**config.mk**
```make
export PLATFORM = sky130hd
export DESIGN_NAME = vram_fill_engine_flat
export DESIGN_NICKNAME = d
export VERILOG_FILES = /design/src/rtl/vram_fill_engine_if.sv /design/src/rtl/vram_fill_engine.sv /design/src/flat_wrapper.sv
export SDC_FILE = /design/constraint.sdc
export NUM_CORES = 1
export LEC_CHECK = 0
export CAP_MARGIN = 0
export CORE_ASPECT_RATIO = 1.25
export CORE_MARGIN = 1
export CORE_UTILIZATION = 48
export DETAILED_ROUTE_END_ITERATION = 8
export PLACE_DENSITY = 0.77
export SYNTH_ARGS = -nofsm -noshare
export SYNTH_HDL_FRONTEND = slang
export SYNTH_SLANG_ARGS = --single-unit
```
**constraint.sdc**
```tcl
create_clock -name clk -period 2.73 [get_ports clk]
set_clock_uncertainty 0.15 [all_clocks]
set_input_delay 0.546 -clock clk [delete_from_list [all_inputs] [get_ports clk]]
set_output_delay 0.546 -clock clk [all_outputs]
set_load 0.02 [all_outputs]
```
**src/rtl/vram_fill_engine_if.sv**
```systemverilog
`default_nettype none
// +----------------------------------------------------------------------------+
// | vram_fill_engine_if : control, stream-source and VRAM-port bundle for the   |
// | VRAM fill engine. master = engine side, slave = environment side.           |
// | Revision: 1.0                                                               |
// +----------------------------------------------------------------------------+
interface vram_fill_engine_if #(
  parameter int ADDR_WIDTH = 12,
  parameter int DATA_WIDTH = 8,
  parameter int LEN_WIDTH  = ADDR_WIDTH + 1
);
  logic                  start;
  logic                  abort;
  logic [1:0]            mode;
  logic [ADDR_WIDTH-1:0] base_addr;
  logic [LEN_WIDTH-1:0]  length;
  logic [DATA_WIDTH-1:0] fill_value;
  logic                  src_valid;
  logic [DATA_WIDTH-1:0] src_data;
  logic                  src_ready;
  logic                  vram_ready;
  logic                  vram_we;
  logic [ADDR_WIDTH-1:0] vram_addr;
  logic [DATA_WIDTH-1:0] vram_data;
  logic                  busy;
  logic                  done;
  logic                  aborted;

  modport master (
    input  start, abort, mode, base_addr, length, fill_value,
    input  src_valid, src_data, vram_ready,
    output src_ready, vram_we, vram_addr, vram_data, busy, done, aborted
  );

  modport slave (
    output start, abort, mode, base_addr, length, fill_value,
    output src_valid, src_data, vram_ready,
    input  src_ready, vram_we, vram_addr, vram_data, busy, done, aborted
  );
endinterface
`default_nettype wire

```
**src/rtl/vram_fill_engine.sv**
```systemverilog
`default_nettype none
// +----------------------------------------------------------------------------+
// | vram_fill_engine : writes a base/length region of VRAM with a constant,     |
// | incrementing, checkerboard or streamed byte pattern; abortable.             |
// | Revision: 1.0                                                               |
// +----------------------------------------------------------------------------+
module vram_fill_engine #(
  parameter int ADDR_WIDTH = 12,
  parameter int DATA_WIDTH = 8,
  parameter int LEN_WIDTH  = ADDR_WIDTH + 1
) (
  input  logic               clk,
  input  logic               rst_n,
  vram_fill_engine_if.master bus
);

  localparam logic [1:0] c_ST_IDLE = 2'd0;
  localparam logic [1:0] c_ST_RUN  = 2'd1;
  localparam logic [1:0] c_ST_FIN  = 2'd2;

  localparam logic [1:0] c_MODE_CONST   = 2'd0;
  localparam logic [1:0] c_MODE_INCR    = 2'd1;
  localparam logic [1:0] c_MODE_CHECKER = 2'd2;
  localparam logic [1:0] c_MODE_STREAM  = 2'd3;

  localparam logic [LEN_WIDTH-1:0] c_FULL_LEN = LEN_WIDTH'(1) << ADDR_WIDTH;
  localparam logic [LEN_WIDTH-1:0] c_ONE      = LEN_WIDTH'(1);

  logic [1:0]            r_state;
  logic [1:0]            r_mode;
  logic [ADDR_WIDTH-1:0] r_base;
  logic [DATA_WIDTH-1:0] r_fill;
  logic [LEN_WIDTH-1:0]  r_len;
  logic [LEN_WIDTH-1:0]  r_index;
  logic [DATA_WIDTH-1:0] r_data_hold;
  logic                  r_aborted;

  logic                  w_run;
  logic                  w_stream;
  logic                  w_last;
  logic                  w_accept;
  logic [LEN_WIDTH-1:0]  w_len_in;
  logic [DATA_WIDTH-1:0] w_incr_off;
  logic [DATA_WIDTH-1:0] w_pattern;
  logic [DATA_WIDTH-1:0] w_data_run;

  generate
    if (DATA_WIDTH <= LEN_WIDTH) begin : g_incr_slice
      assign w_incr_off = r_index[DATA_WIDTH-1:0];
    end else begin : g_incr_zext
      assign w_incr_off = {{(DATA_WIDTH-LEN_WIDTH){1'b0}}, r_index};
    end
  endgenerate

  assign w_run    = (r_state == c_ST_RUN);
  assign w_stream = (r_mode == c_MODE_STREAM);
  assign w_last   = (r_index == (r_len - c_ONE));
  assign w_len_in = (bus.length == '0) ? c_FULL_LEN : bus.length;

  always_comb begin
    w_pattern = r_fill;
    case (r_mode)
      c_MODE_CONST:   w_pattern = r_fill;
      c_MODE_INCR:    w_pattern = r_fill + w_incr_off;
      c_MODE_CHECKER: w_pattern = r_index[0] ? ~r_fill : r_fill;
      default:        w_pattern = r_fill;
    endcase
  end

  assign w_data_run = w_stream ? bus.src_data : w_pattern;

  // Abort withdraws the write request even though address/data stay visible.
  assign bus.vram_we   = w_run & (w_stream ? bus.src_valid : 1'b1) & ~bus.abort;
  assign w_accept      = bus.vram_we & bus.vram_ready;
  assign bus.src_ready = w_run & w_stream & bus.vram_ready;

  assign bus.vram_addr = r_base + r_index[ADDR_WIDTH-1:0];
  assign bus.vram_data = w_run ? w_data_run : r_data_hold;
  assign bus.busy      = w_run;
  assign bus.done      = (r_state == c_ST_FIN);
  assign bus.aborted   = r_aborted;

  always_ff @(posedge clk or negedge rst_n) begin
    if (!rst_n) begin
      r_state     <= c_ST_IDLE;
      r_mode      <= '0;
      r_base      <= '0;
      r_fill      <= '0;
      r_len       <= '0;
      r_index     <= '0;
      r_data_hold <= '0;
      r_aborted   <= 1'b0;
    end else begin
      r_aborted <= 1'b0;
      case (r_state)
        c_ST_IDLE: begin
          if (bus.start && !bus.abort) begin
            r_mode  <= bus.mode;
            r_base  <= bus.base_addr;
            r_fill  <= bus.fill_value;
            r_len   <= w_len_in;
            r_index <= '0;
            r_state <= c_ST_RUN;
          end
        end
        c_ST_RUN: begin
          if (bus.abort) begin
            r_state   <= c_ST_IDLE;
            r_aborted <= 1'b1;
          end else if (w_accept) begin
            // Index stops on the final write so the port keeps showing it.
            if (w_last) begin
              r_state <= c_ST_FIN;
            end else begin
              r_index <= r_index + c_ONE;
            end
          end
        end
        c_ST_FIN: begin
          r_state <= c_ST_IDLE;
        end
        default: begin
          r_state <= c_ST_IDLE;
        end
      endcase
      if (w_run) begin
        r_data_hold <= w_data_run;
      end
    end
  end

endmodule
`default_nettype wire

```
**src/flat_wrapper.sv**
```systemverilog
// flat-port wrapper written by rule: the top's interface ports become plain ports
module vram_fill_engine_flat 
#(
  parameter int ADDR_WIDTH = 12,
  parameter int DATA_WIDTH = 8,
  parameter int LEN_WIDTH  = ADDR_WIDTH + 1
)
  (clk, rst_n, bus_start, bus_abort, bus_mode, bus_base_addr, bus_length, bus_fill_value, bus_src_valid, bus_src_data, bus_vram_ready, bus_src_ready, bus_vram_we, bus_vram_addr, bus_vram_data, bus_busy, bus_done, bus_aborted);
  vram_fill_engine_if #(.ADDR_WIDTH(ADDR_WIDTH), .DATA_WIDTH(DATA_WIDTH), .LEN_WIDTH(LEN_WIDTH)) bus_i ();
  input  logic clk;
  input  logic rst_n;
  input wire logic [$bits(bus_i.start)-1:0] bus_start;
  input wire logic [$bits(bus_i.abort)-1:0] bus_abort;
  input wire logic [$bits(bus_i.mode)-1:0] bus_mode;
  input wire logic [$bits(bus_i.base_addr)-1:0] bus_base_addr;
  input wire logic [$bits(bus_i.length)-1:0] bus_length;
  input wire logic [$bits(bus_i.fill_value)-1:0] bus_fill_value;
  input wire logic [$bits(bus_i.src_valid)-1:0] bus_src_valid;
  input wire logic [$bits(bus_i.src_data)-1:0] bus_src_data;
  input wire logic [$bits(bus_i.vram_ready)-1:0] bus_vram_ready;
  output wire logic [$bits(bus_i.src_ready)-1:0] bus_src_ready;
  output wire logic [$bits(bus_i.vram_we)-1:0] bus_vram_we;
  output wire logic [$bits(bus_i.vram_addr)-1:0] bus_vram_addr;
  output wire logic [$bits(bus_i.vram_data)-1:0] bus_vram_data;
  output wire logic [$bits(bus_i.busy)-1:0] bus_busy;
  output wire logic [$bits(bus_i.done)-1:0] bus_done;
  output wire logic [$bits(bus_i.aborted)-1:0] bus_aborted;
  assign bus_i.start = bus_start;
  assign bus_i.abort = bus_abort;
  assign bus_i.mode = bus_mode;
  assign bus_i.base_addr = bus_base_addr;
  assign bus_i.length = bus_length;
  assign bus_i.fill_value = bus_fill_value;
  assign bus_i.src_valid = bus_src_valid;
  assign bus_i.src_data = bus_src_data;
  assign bus_i.vram_ready = bus_vram_ready;
  assign bus_src_ready = bus_i.src_ready;
  assign bus_vram_we = bus_i.vram_we;
  assign bus_vram_addr = bus_i.vram_addr;
  assign bus_vram_data = bus_i.vram_data;
  assign bus_busy = bus_i.busy;
  assign bus_done = bus_i.done;
  assign bus_aborted = bus_i.aborted;
  vram_fill_engine #(.ADDR_WIDTH(ADDR_WIDTH), .DATA_WIDTH(DATA_WIDTH), .LEN_WIDTH(LEN_WIDTH)) u_core (.clk(clk), .rst_n(rst_n), .bus(bus_i));
endmodule
```
==> Implementation_results.wiki <==
{| class="wikitable"
! Metric !! Value
|-
| Port-buffer cells || 73
|-
| Most common library cell in the layout ignoring fill and taps || nand2_1
|-
| Gate count of the mapped netlist || 505
|-
| Number of clock sinks || 59
|-
| Layout Cells excl Fill || 775
|-
| Number of instances in the placed design || 740
|-
| Die extent in x || 84.7 um
|-
| Final layout net count || 747
|-
| Drt initial violations || 232
|-
| Standard cell core area || 8240 um2
|-
| Number of different library cells in the post-synthesis netlist || 60
|-
| Gr usage total || 0.305
|-
| Source of the worst hold timing path || u_core.r_base[8]
|-
| Run status || complete, but fails checks
|-
| Path type of the worst setup path || register to output pin
|-
| Signal arrival time at the worst endpoint || 2.48 ns
|-
| Post-detailed-route DRC marker count || 6
|-
| Max-cap violations || 0
|-
| Ratio of cells with drive above 1 in the final layout || 0.320
|-
| Post-DRT Antenna Nets || 0
|-
| Syn-to-layout area delta || 51.4%
|-
| Post-synthesis average cell area || 8.13 um2
|-
| Initial standard-cell utilization of the core || 0.498
|-
| Post-synthesis sequential element count || 59
|-
| Overall routed net length || 13100 um
|-
| Inserted Diodes || 0
|-
| HP Class || register to register
|-
| Post-synthesis instance area || 4110 um2
|-
| Primary flip-flop cell chosen by synthesis mapping || dfrtp_1
|-
| Number of vias per cell || 5.74
|-
| Cell area after placement || 5570 um2
|-
| Worst-path fanout max || 3
|-
| Worst slew pin tran || 0.499 ns
|-
| Top cells by area, synth || dfrtp_1 (36%), nand2_1 (11%), ha_1 (7.0%)
|-
| Commonest cells after routing, fill and taps aside || nand2_1 (120), buf_4 (109), dfrtp_1 (58), clkdlybuf4s50_1 (52), inv_1 (22)
|-
| Reg2reg start || u_core.r_len[3]
|-
| Worst hold slack || 0.338 ns
|-
| Part of the Yosys area used for sequential elements || 0.360
|-
| CTS root buf || clkbuf_8
|-
| HPWL after detailed placement || 9190 um
|-
| Share of the clock period used by the worst path after layout || 1.16
|-
| Clock latency of the later-clocked register in the worst-skew pair || 0.35 ns
|-
| Wire length of the first global-routing pass || 21400 um
|-
| Post-Syn Nets || 579
|-
| Required time of the critical path || 2.03 ns
|-
| Critical-path cell list || ha_2 -> inv_2 -> fa_2 -> nor2b_1 -> o21ai_1 -> a21boi_2 -> o21ai_2 -> a21oi_2 -> o31a_1 -> o211ai_1 -> buf_4
|-
| Pins over their slew limit || 0
|-
| Power density over the cells || 587 nW/um2
|-
| Type of destination of the critical path || output pin
|-
| Final Hold Viols || 0
|-
| Total negative slack for setup checks || -4.85 ns
|-
| I/O pin cnt || 74
|-
| Global placement routability congestion || 0.919
|-
| Post-synthesis async set-or-reset flop share || 1.00
|-
| Achievable frequency || 315 MHz
|-
| Fraction of post-synthesis cell area in the top cell type by area || 0.360
|-
| Number of synthesized flops with an enable pin || 0
|-
| Antenna violations before repair || 0
|-
| Number of CTS-inserted buffers || 9
|-
| Maximum number of buffers from clock root to sink || 2
|-
| Pre-CTS worst setup slack || -0.638 ns
|-
| Detailed-route via count || 4448
|-
| Global route overflow || 0
|-
| Final cell utilization of the core || 0.754
|-
| Setup repair after global routing missed its margin || true
|-
| Design area || 6210 um2
|-
| Slowest cell delay on critical path || 0.41 ns
|-
| Clock input transition at the sequential cells of the worst setup and hold paths || 0.07 ns
|-
| Slack of the critical path || -0.442 ns
|-
| Startpoint types || register
|-
| Drt wl/cell || 16.9 um
|-
| Placement row count || 37
|-
| Library cell contributing the largest single delay on the critical path || dfrtp_1
|-
| Critical path origin || u_core.r_base[0]
|-
| Via count of the first global-routing pass || 4609
|-
| First-pass DRT Iterations || 9
|-
| Clock period minus final worst setup slack || 3.17 ns
|-
| Die Height || 105 um
|-
| Total of warnings raised by yosys || 0
|-
| Violated checks || design-rule violations, negative setup slack
|-
| Largest net degree at the start of global routing || 34
|-
| Slew HR || 0.663
|-
| Htree depth || 3
|-
| CTS tree || yes
|-
| # setup viols final || 26
|-
| Die Footprint || 8930 um2
|-
| Post-synthesis cell type with the largest combined area || dfrtp_1
|-
| VDD IR-drop max || 0.369 mV
|-
| Pleak || 2.92 nW
|-
| Tot Pwr || 3.65 mW
|}
[report_power, final]
group          switching [mW]  internal [mW]  leakage, nW
Clock                   0.366          0.326       0.0812
Sequential              0.119           1.03        0.754
Combinational           0.917          0.887         2.08
Total                    1.40           2.24         2.92
[worst paths after layout]
| kind | slack, ns | cells after the start | endpoint |
|---|---|---|---|
| min in group asynchronous | 0.46 | 2 | u_core.r_base[1] |
| hold reg to reg | 0.34 | 2 | u_core.r_base[8] |
| setup / recovery | -0.44 | 11 | bus_vram_addr[10] |
| setup reg to reg | -0.14 | 10 | u_core.r_index[2] |
| hold / removal | 0.34 | 2 | u_core.r_base[8] |
| max in group asynchronous | 1.27 | 3 | u_core.r_len[7] |
[flip-flops by register name, indices dropped and copies added, names as in the netlist]
name and count:
u_core.bus.aborted 1, u_core.r_data_hold 8, u_core.r_state 2, u_core.r_fill 8, u_core.r_mode 2, u_core.r_len 13, u_core.r_base 12, u_core.r_index 13
[layer usage]
metal / global-route usage / vias to the layer above / part of all wire
li1: - / 2115 / -
met1: 0.346 / 2144 / 0.39
met2: 0.553 / 143 / 0.52
met3: 0.0423 / 46 / 0.044
met4: 0.156 / 0 / 0.041
met5: 0 / - / 0
[synth_stat cells (all sizes together) (2+ instances only)]
cell type    n
a31oi        5
inv         27
nand4        6
a21o         5
xnor2       19
clkbuf      21
o22a         2
o311ai       2
nor3        10
a21oi       28
o31ai        7
nor4         8
nor2b        7
dfrtp       59
o21ai       31
a221o        2
and3         5
and2         4
nand2      123
buf          6
or3          7
xor2        10
a221oi       2
mux2i        8
o21bai       3
or4         10
fa           2
o211ai       7
ha          23
nand2b       2
nor2        21
nand3       11
a22oi        3
[cell families (layout without fill, tap and decap cells)]
| logic type | Yosys count | count (layout) | share of synthesized area |
|---|---|---|---|
| buffers and inverters | 54 | 226 | 0.0546 |
| XOR/XNOR | 29 | 29 | 0.0619 |
| flip-flops | 59 | 59 | 0.360 |
| multiplexers | 8 | 8 | 0.0195 |
| AO/OA/AOI/OAI | 111 | 111 | 0.173 |
| AND/OR/NAND/NOR | 219 | 220 | 0.251 |
| adder cells (fa/ha/maj) | 25 | 25 | 0.0799 |
[layout make-up]
class | instances | area [um2]
clock buffers | 13 | 139
flip-flops and latches | 59 | 1480
clock inverters | 3 | 15.0
well taps | 97 | 121
inverters | 27 | 101
repair buffers | 183 | 1580
fillers | 593 | 2030
multi-input cells | 393 | 2780
[what timing repair did]
action	in CTS	in global routing
hold endpoints to repair	11	0
resized for setup	141	52
pin swaps	51	34
setup endpoints to repair	35	33
gates cloned	1	0
hold buffers	1	0
setup buffers	16	4
[critical path, delay by kind of cell, from the launching register on]
family / cells / cell delay (ns)
flops: 1 / 0.41
simple gates: 1 / 0.04
compound gates: 6 / 1.05
buf+inv: 2 / 0.23
fa+ha+maj: 2 / 0.40
No activity file was read; power rests on OpenSTA's default activity.
